==> src/rtl/clk_ratio_mon_pkg.sv <==
// Shared types and helpers for the divided-clock ratio monitor.
package clk_ratio_mon_pkg;

  typedef enum logic [1:0] {
    IDLE    = 2'd0,
    SEEK    = 2'd1,
    MEAS_HI = 2'd2,
    MEAS_LO = 2'd3
  } mon_state_t;

  function automatic int unsigned sat_val(input int unsigned width);
    return (2 ** width) - 1;
  endfunction

endpackage

==> src/rtl/clk_ratio_mon_edge.sv <==
// Samples the monitored clock as data and flags its rising/falling edges.
// CLK_RATIO_MON_SYNC_EN adds a 2-flop synchronizer ahead of the sample flop.
module clk_edge_det (
  input  logic clk,
  input  logic rst,
  input  logic mon_clk,
  output logic s,
  output logic rise,
  output logic fall
);

  logic din;
  logic samp, samp_q, rise_q, fall_q;

`ifdef CLK_RATIO_MON_SYNC_EN
  logic [1:0] sync;
  always_ff @(posedge clk) begin
    if (rst) sync <= '0;
    else     sync <= {sync[0], mon_clk};
  end
  assign din = sync[1];
`else
  assign din = mon_clk;
`endif

  // Edge flags are registered; s is taken from samp_q so level and edges stay aligned.
  always_ff @(posedge clk) begin
    if (rst) begin
      samp   <= 1'b0;
      samp_q <= 1'b0;
      rise_q <= 1'b0;
      fall_q <= 1'b0;
    end else begin
      samp   <= din;
      samp_q <= samp;
      rise_q <= samp & ~samp_q;
      fall_q <= ~samp & samp_q;
    end
  end

  assign s    = samp_q;
  assign rise = rise_q;
  assign fall = fall_q;

endmodule

==> src/rtl/clk_ratio_mon.sv <==
// Measures the period of a divided clock in reference cycles and reports lock/mismatch/stuck.
// Optional build macro: CLK_RATIO_MON_SYNC_EN (synchronizer for asynchronous monitored clocks).
module clk_ratio_mon
  import clk_ratio_mon_pkg::*;
#(
  parameter int RATIO_WD = 8,
  parameter int LOCK_CNT = 4
) (
  input  logic                i_ref_clk,
  input  logic                i_rst,
  input  logic                i_mon_en,
  input  logic                i_mon_clk,
  input  logic [RATIO_WD-1:0] i_exp_ratio,
  output logic [RATIO_WD-1:0] o_ratio,
  output logic                o_ratio_vld,
  output logic                o_locked,
  output logic                o_mismatch,
  output logic                o_stuck
);

  localparam int unsigned         SAT_I = sat_val(RATIO_WD);
  localparam logic [RATIO_WD-1:0] SAT   = SAT_I[RATIO_WD-1:0];
  localparam logic [3:0]          LC    = 4'(LOCK_CNT);

  logic s, rise, fall;

  clk_edge_det u_edge (
    .clk     (i_ref_clk),
    .rst     (i_rst),
    .mon_clk (i_mon_clk),
    .s       (s),
    .rise    (rise),
    .fall    (fall)
  );

  mon_state_t          state, state_n;
  logic [RATIO_WD-1:0] hi_cnt, hi_n, lo_cnt, lo_n, ratio_n;
  logic [3:0]          match, match_n, match_inc;
  logic                vld_n, mism_n, locked_n, stuck_n;
  logic [RATIO_WD:0]   sum;
  logic [RATIO_WD-1:0] meas;
  logic                cmp_en;

  assign sum       = {1'b0, hi_cnt} + {1'b0, lo_cnt};
  assign meas      = (sum > {1'b0, SAT}) ? SAT : sum[RATIO_WD-1:0];
  assign cmp_en    = (i_exp_ratio > RATIO_WD'(1));
  assign match_inc = (match < LC) ? match + 4'd1 : match;

  always_comb begin
    state_n  = state;
    hi_n     = hi_cnt;
    lo_n     = lo_cnt;
    ratio_n  = o_ratio;
    vld_n    = 1'b0;
    mism_n   = 1'b0;
    locked_n = o_locked;
    stuck_n  = o_stuck;
    match_n  = match;
    if (!i_mon_en) begin
      state_n  = IDLE;
      hi_n     = '0;
      lo_n     = '0;
      match_n  = '0;
      locked_n = 1'b0;
      stuck_n  = 1'b0;
    end else begin
      unique case (state)
        IDLE: state_n = SEEK;
        SEEK: begin
          if (rise) begin
            state_n = MEAS_HI;
            hi_n    = RATIO_WD'(1);
            lo_n    = '0;
          end
        end
        MEAS_HI, MEAS_LO: begin
          // A saturated counter means no toggle for SAT cycles: abandon the period.
          if (hi_cnt == SAT || lo_cnt == SAT) begin
            state_n  = SEEK;
            hi_n     = '0;
            lo_n     = '0;
            stuck_n  = 1'b1;
            locked_n = 1'b0;
            match_n  = '0;
          end else if (state == MEAS_HI) begin
            if (fall) begin
              state_n = MEAS_LO;
              lo_n    = RATIO_WD'(1);
            end else if (s) begin
              hi_n = hi_cnt + RATIO_WD'(1);
            end
          end else if (rise) begin
            state_n = MEAS_HI;
            hi_n    = RATIO_WD'(1);
            lo_n    = '0;
            ratio_n = meas;
            vld_n   = 1'b1;
            stuck_n = 1'b0;
            if (!cmp_en) begin
              match_n  = '0;
              locked_n = 1'b0;
            end else if (meas == i_exp_ratio) begin
              match_n  = match_inc;
              locked_n = (match_inc == LC);
            end else begin
              mism_n   = 1'b1;
              match_n  = '0;
              locked_n = 1'b0;
            end
          end else if (!s) begin
            lo_n = lo_cnt + RATIO_WD'(1);
          end
        end
        default: state_n = IDLE;
      endcase
    end
  end

  always_ff @(posedge i_ref_clk) begin
    if (i_rst) begin
      state       <= IDLE;
      hi_cnt      <= '0;
      lo_cnt      <= '0;
      match       <= '0;
      o_ratio     <= '0;
      o_ratio_vld <= 1'b0;
      o_mismatch  <= 1'b0;
      o_locked    <= 1'b0;
      o_stuck     <= 1'b0;
    end else begin
      state       <= state_n;
      hi_cnt      <= hi_n;
      lo_cnt      <= lo_n;
      match       <= match_n;
      o_ratio     <= ratio_n;
      o_ratio_vld <= vld_n;
      o_mismatch  <= mism_n;
      o_locked    <= locked_n;
      o_stuck     <= stuck_n;
    end
  end

endmodule

==> config.mk <==
export PLATFORM = sky130hd
export DESIGN_NAME = clk_ratio_mon
export DESIGN_NICKNAME = d
export VERILOG_FILES = /design/src/rtl/clk_ratio_mon_pkg.sv /design/src/rtl/clk_ratio_mon_edge.sv /design/src/rtl/clk_ratio_mon.sv
export SDC_FILE = /design/constraint.sdc
export NUM_CORES = 1
export LEC_CHECK = 0
export BUFFER_PORTS_ARGS = -buffer_cell sky130_fd_sc_hd__buf_2
export CORE_ASPECT_RATIO = 1.75
export CORE_MARGIN = 3
export CORE_UTILIZATION = 63
export DETAILED_ROUTE_END_ITERATION = 6
export GPL_TIMING_DRIVEN = 0
export PLACE_DENSITY = 0.88
export SLEW_MARGIN = 0
export SYNTH_ARGS = -nofsm -noshare
export SYNTH_HDL_FRONTEND = slang
export SYNTH_HIERARCHICAL = 1
export SYNTH_SLANG_ARGS = --single-unit
export TNS_END_PERCENT = 50
==> constraint.sdc <==
create_clock -name i_ref_clk -period 5.05 [get_ports i_ref_clk]
set_input_delay 0.505 -clock i_ref_clk [delete_from_list [all_inputs] [get_ports i_ref_clk]]
set_output_delay 0.505 -clock i_ref_clk [all_outputs]
set_load 0.02 [all_outputs]
* Yosys cells after proc, flatten, opt, wreduce, memory -nomap -nowiden *
Cells that the tools add are included.

word-level totals
  register bits = 38
  input port bits = 12
  output and inout port bits = 12
  word-level logic and storage cells = 90

operators by class
  $add $sub $neg = 4
  $lt $le $gt $ge = 3
  equal/unequal tests = 13
  muxes and demuxes = 35
  bitwise gates (word level) = 10
  reductions and logical operators = 12

operators with widths
  operator                                                                          count
  8-bit two-way mux                                                                 12
  8-bit one-hot mux with 2 select lines                                             2
  4-bit two-way mux                                                                 6
  8-bit by 1-bit adder with 8-bit output (second input constant)                    2
  8-bit equality test (second input constant)                                       2
  1-bit two-way mux                                                                 10
  8-bit by 8-bit adder with 9-bit output                                            1
  9-bit by 8-bit greater-than comparator with 1-bit output (second input constant)  1
  8-bit equality test                                                               1
  8-bit by 1-bit greater-than comparator with 1-bit output (second input constant)  1
  2-bit two-way mux                                                                 4
  4-bit by 3-bit != test with 1-bit output (second input constant)                  2
  1-bit inverter                                                                    8
  7-bit OR reduction                                                                1
  2-bit one-hot mux with 3 select lines                                             1
  3-bit AND reduction                                                               2
  5-bit != test (second input constant)                                             1
  5-bit AND reduction                                                               1
  5-bit OR reduction                                                                1
  4-bit by 1-bit adder with 4-bit output (second input constant)                    1
  2-bit equality test (second input constant)                                       2
  4-bit by 3-bit equality test with 1-bit output (second input constant)            1
  4-bit by 3-bit < comparator with 1-bit output (second input constant)             1
  4-bit != test (second input constant)                                             1
  9 further kinds                                                                   12

* Logic depth before layout (Yosys ltp) *
  depth in word-level cells = 9
  mapped depth = 11
  depth with buffers taken out = 11

* Modules after synthesis *
Netlist, hierarchy kept.

by module, submodules not included
  module         instances  cells each  area an instance (µm²)  seq. area each (µm²)
  clk_ratio_mon  1          280         2234.6                  680.7
  clk_edge_det   1          8           117.6                   80.1

* Worst setup path before layout *
OpenSTA, ideal clock, no wires.

  path kind = register to register
  start point = register hi_cnt[0]
  end point = register match[0]
  library setup time = 0.087 ns
  data arrival time = 3.022 ns
  required time = 4.963 ns
  setup slack = 1.941 ns
  stages on the path, launching flop included = 12
  path buffers = 0
  clock period less this slack = 3.109 ns
  cell sequence = dfxtp_1 -> ha_1 -> fa_1 -> a211oi_2 -> o31ai_2 -> or4_1 -> a21o_1 -> xor2_1 -> a31o_4 -> nor4_4 -> nand3_1 -> o31ai_1

on the way
  cells in the longest elaborated chain, start to end = 9
  elaborated cells between the ends (all ways) = 14
  classes of those cells = add/sub: 1; order compare: 1; eq/ne: 3; mux: 6; reduce/logical: 3

RTL lines
  what                                                      RTL line              RTL
  from (decl)                                               clk_ratio_mon.sv:37   logic [RATIO_WD-1:0] hi_cnt, hi_n, lo_cnt, lo_n, ratio_n;
  from (signal assigned)                                    clk_ratio_mon.sv:132  hi_cnt <= hi_n;
  8-bit by 8-bit adder with 9-bit output                    clk_ratio_mon.sv:44   assign sum = {1'b0, hi_cnt} + {1'b0, lo_cnt};
  9-bit by 8-bit greater-than comparator with 1-bit output  clk_ratio_mon.sv:45   assign meas = (sum > {1'b0, SAT}) ? SAT : sum[RATIO_WD-1:0];
  8-bit two-way mux                                         clk_ratio_mon.sv:45
  8-bit equality test                                       clk_ratio_mon.sv:102  end else if (meas == i_exp_ratio) begin
  4-bit two-way mux                                         clk_ratio_mon.sv:102
  4-bit two-way mux                                         clk_ratio_mon.sv:99   if (!cmp_en) begin
  4-bit two-way mux                                         clk_ratio_mon.sv:92   end else if (rise) begin
  4-bit two-way mux                                         clk_ratio_mon.sv:85   end else if (state == MEAS_HI) begin
  4-bit two-way mux                                         clk_ratio_mon.sv:78   if (hi_cnt == SAT || lo_cnt == SAT) begin
  to (signal assigned)                                      clk_ratio_mon.sv:134  match <= match_n;
  to (decl)                                                 clk_ratio_mon.sv:38   logic [3:0] match, match_n, match_inc;

Several ways; a longest one is shown, not always the timed one. The select of a mux whose other input is x is not followed.
A chain may end at the register's enable or synchronous reset.

* Final worst setup path *
  start point = register hi_cnt[0]
  end point = register match[2]

Same word-level chain as after synthesis.

==> metrics.md <==
| Metric | Value |
|---|---|
| Gr usage total | between 20 and 30% |
| Routed vias/inst | approximately 6.3 |
| Netlist Area Pre-Place | approximately 2400 µm² |
| Syn Inst Count | about 290 |
| Sequence of cells on the critical path | ha_1 > fa_1 > a211oi_2 > o31ai_2 > or4_1 > a21o_1 > xor2_1 > a31o_4 > nor4_4 > a41oi_1 > nor3_1 |
| Storage cell area | around 760 µm² |
| Wirelength per Cell | 16.1 µm |
| GPL Wtd Cong | about 0.92 |
| Die X-Extent | between 50 and 60 µm |
| Largest net degree at the start of global routing | 12 |
| Die height | 86.8 µm |
| Post-synth top cells | dfxtp_1 (38), nor2_1 (38), nand2_1 (29) |
| Syn Nets | 312 |
| Status | complete, no violations |
| Fmax | 0.280 GHz |
| Total gr overflow | 0 |
| Synth top area share | approximately 32% |
| N_diodes | 0 |
| Worst slew pin tran | ~0.71 ns |
| Port Buffers | 23 |
| Final setup violation count | 0 |
| CORE AREA | about 3500 µm² |
| Initial antenna violation count | 0 |
| Cell taking the most area after synthesis | dfxtp_1 |
| Crit-path max FO | 6 |
| Max Cap Violations | 0 |
| Hold Fails Final Rpt | 0 |
| Total power | ~550 µW |
| Fin area | roughly 2600 µm² |
| FFs w/ async S/R, synth | 0% |
| Post-CTS Setup Bufs | 0 |
| Die ar. | around 4500 µm² |
| Filler instances | ~280 |
| Layout cells sized above 1 | 13.8% |
| Post-synth EDFFs | 0 |
| Final worst path period share | 70.7% |
| Initial Utilization | between 60% and 70% |
| Synth-to-layout area growth | 11.2% |
| Vias in the first global route | between 2,000 and 2,500 |
| Setup crit start kind | register |
| Hold_buf cts | 0 |
| Drt pass-1 iters | 4 |
| Sequential area share after synthesis | approximately 32% |
| TritonCTS Buffers | 5 |
| Dpl hpwl | around 4.5 mm |
| Clock sinks | 38 |
| Layout Nets | roughly 340 |
| CP arrival | ~3.8 ns |
| Worst path required time | around 5.3 ns |
| Synth area leaders | dfxtp_1 (32%), nor2_1 (6.1%), ha_1 (5.9%) |
| Multi-input gate area | ~1600 µm² |
| RSZ-0062 raised after global routing | false |
| Post-CTS Resized | 0 |
| Cell variety after synth | 50 |
| First-pass GRT wire length | 9.96 mm |
| Post-Route WL | between 5 and 6 mm |
| Row cnt | 28 |
| Drt drc | 0 |
| Slew headroom | 52.0% |
| Synth Area per Inst | slightly above 8 µm² |
| Placed Area | ~2500 µm² |
| Critical path class | register to register |
| Final slew viol count | 0 |
| Iteration-0 DRC count of the detailed router | approximately 120 |
| VDD IR max | 0.238 mV |
| Yosys reg bits | 38 |
| Clock tree buffer depth | 2 |
| Antenna Nets Post-Route | 0 |
| Pwr Density | ~210 nW/µm² |
| Worst path max stage delay | 0.51 ns |
| Worst hold path type | primary input to register |
| Period minus WS final | 3.57 ns |
| # IOs | 24 |
| Root Driver | clkbuf_8 |
| Setup crit end kind | register |
| Setup TNS | 0 ns |
| H-Tree Level Count | 2 |
| Clock Latency Late Sink | about 0.29 ns |
| CTS tree | done |
| Routed via count | between 2,000 and 2,500 |
| Clock skew | a little over 0.008 ns |
| Ys flop type | dfxtp_1 |
| Leak | 0.000981 µW |
| Clock-pin transition on the worst setup and hold timing paths | 0.07 ns |
| Yosys warning count | 6 |
| Critical path's slowest cell | or4_1 |
-- cell families after synthesis --
kind of cell	after synthesis	share of synthesized area, %
AO/OA/AOI/OAI	81	23.4
AND/OR/NAND/NOR	135	30.7
multiplexers	2	0.851
buffers and inverters	10	1.60
flip-flops	38	32.3
adder cells (fa/ha/maj)	12	6.70
XOR/XNOR	10	4.47
-- registers in the layout, indices dropped and copies added, names as in the netlist --
register and flops:
u_edge/samp 1, lo_cnt 8, match 4, u_edge/fall 1
u_edge/s 1, state 2, o_ratio_vld 1, o_stuck 1
u_edge/rise 1, hi_cnt 8, o_locked 1, o_mismatch 1
o_ratio 8
-- per-layer routing --
| metal | track usage, % | vias to the layer above | routed length (µm) |
|---|---|---|---|
| li1 | - | 1129 | - |
| met1 | 27.3 | 1055 | 2030 |
| met2 | 55.3 | 85 | 3180 |
| met3 | 4.30 | 26 | 314 |
| met4 | 17.4 | 0 | 321 |
| met5 | 0 | - | 0 |
-- stage by stage --
stage          util (%)  hold slack (ns)  instances  worst slack (ns)
6_report           75.4            0.429        364              1.48
5_1_grt            75.4            0.438        364              1.32
4_1_cts            75.4            0.428        364              1.52
3_5_place_dp       72.8            0.456        356              1.53
3_3_place_gp       72.8            0.437        356              1.62
2_1_floorplan         -            0.412        288              1.94
-- cell type report --
| class | instances | area share, % |
|---|---|---|
| repair buffers | 23 | 4.40 |
| clock inverters | 1 | 0.191 |
| clock buffers | 7 | 3.30 |
| well taps | 45 | 2.15 |
| multi-input cells | 240 | 59.4 |
| flip-flops and latches | 38 | 29.1 |
| inverters | 3 | 0.431 |
| plain buffers | 7 | 1.00 |
-- worst max-delay path: cells and delay by family, from the launching register on --
| family | cells | cell delay, ns |
|---|---|---|
| xor gates and xnor gates | 1 | 0.15 |
| adders and majority gates | 2 | 0.69 |
| AOI/OAI and AO/OA | 5 | 1.15 |
| DFF | 1 | 0.38 |
| and+or+nand+nor | 3 | 1.11 |
-- report_power, final --
group | internal, µW | total [µW] | switching [µW]
Sequential | 301 | 304 | 2.46
Clock | 110 | 215 | 105
Combinational | 11.8 | 30.6 | 18.8
Total | 423 | 550 | 126
-- cells in the final DEF (no fill, tap or decap), types with 2 or more instances in the layout --
cell type,instances
buf_2,23
a32oi_1,5
nor4b_1,2
and2_1,2
nor2b_1,10
nand4_1,2
mux2i_1,2
o21ai_0,24
or2_2,3
o31ai_1,2
a211oi_1,5
nand2b_1,2
a22oi_1,2
clkbuf_8,6
a21o_1,2
xnor2_1,4
o22ai_1,2
xor2_1,5
a41oi_1,2
inv_1,3
ha_1,11
and3_1,7
nor3b_2,2
nand4b_1,7
dfxtp_1,38
a311oi_1,6
nor2_1,38
nand3_1,11
clkbuf_1,8
a21oi_1,19
nor3b_1,5
nand3b_1,3
nor3_1,6
nand2_1,29
o21a_1,3
-- path summary, 6_finish.rpt --
path	from	to	slack (ns)	cells after the start
worst max-delay path	hi_cnt[0]	match[2]	1.48	11
worst min-delay path	i_mon_clk	u_edge/samp	0.43	2
worst max register to register	hi_cnt[0]	match[2]	1.48	11
worst min register to register	u_edge/samp	u_edge/fall	0.47	1
No activity file was read; power rests on OpenSTA's default activity.
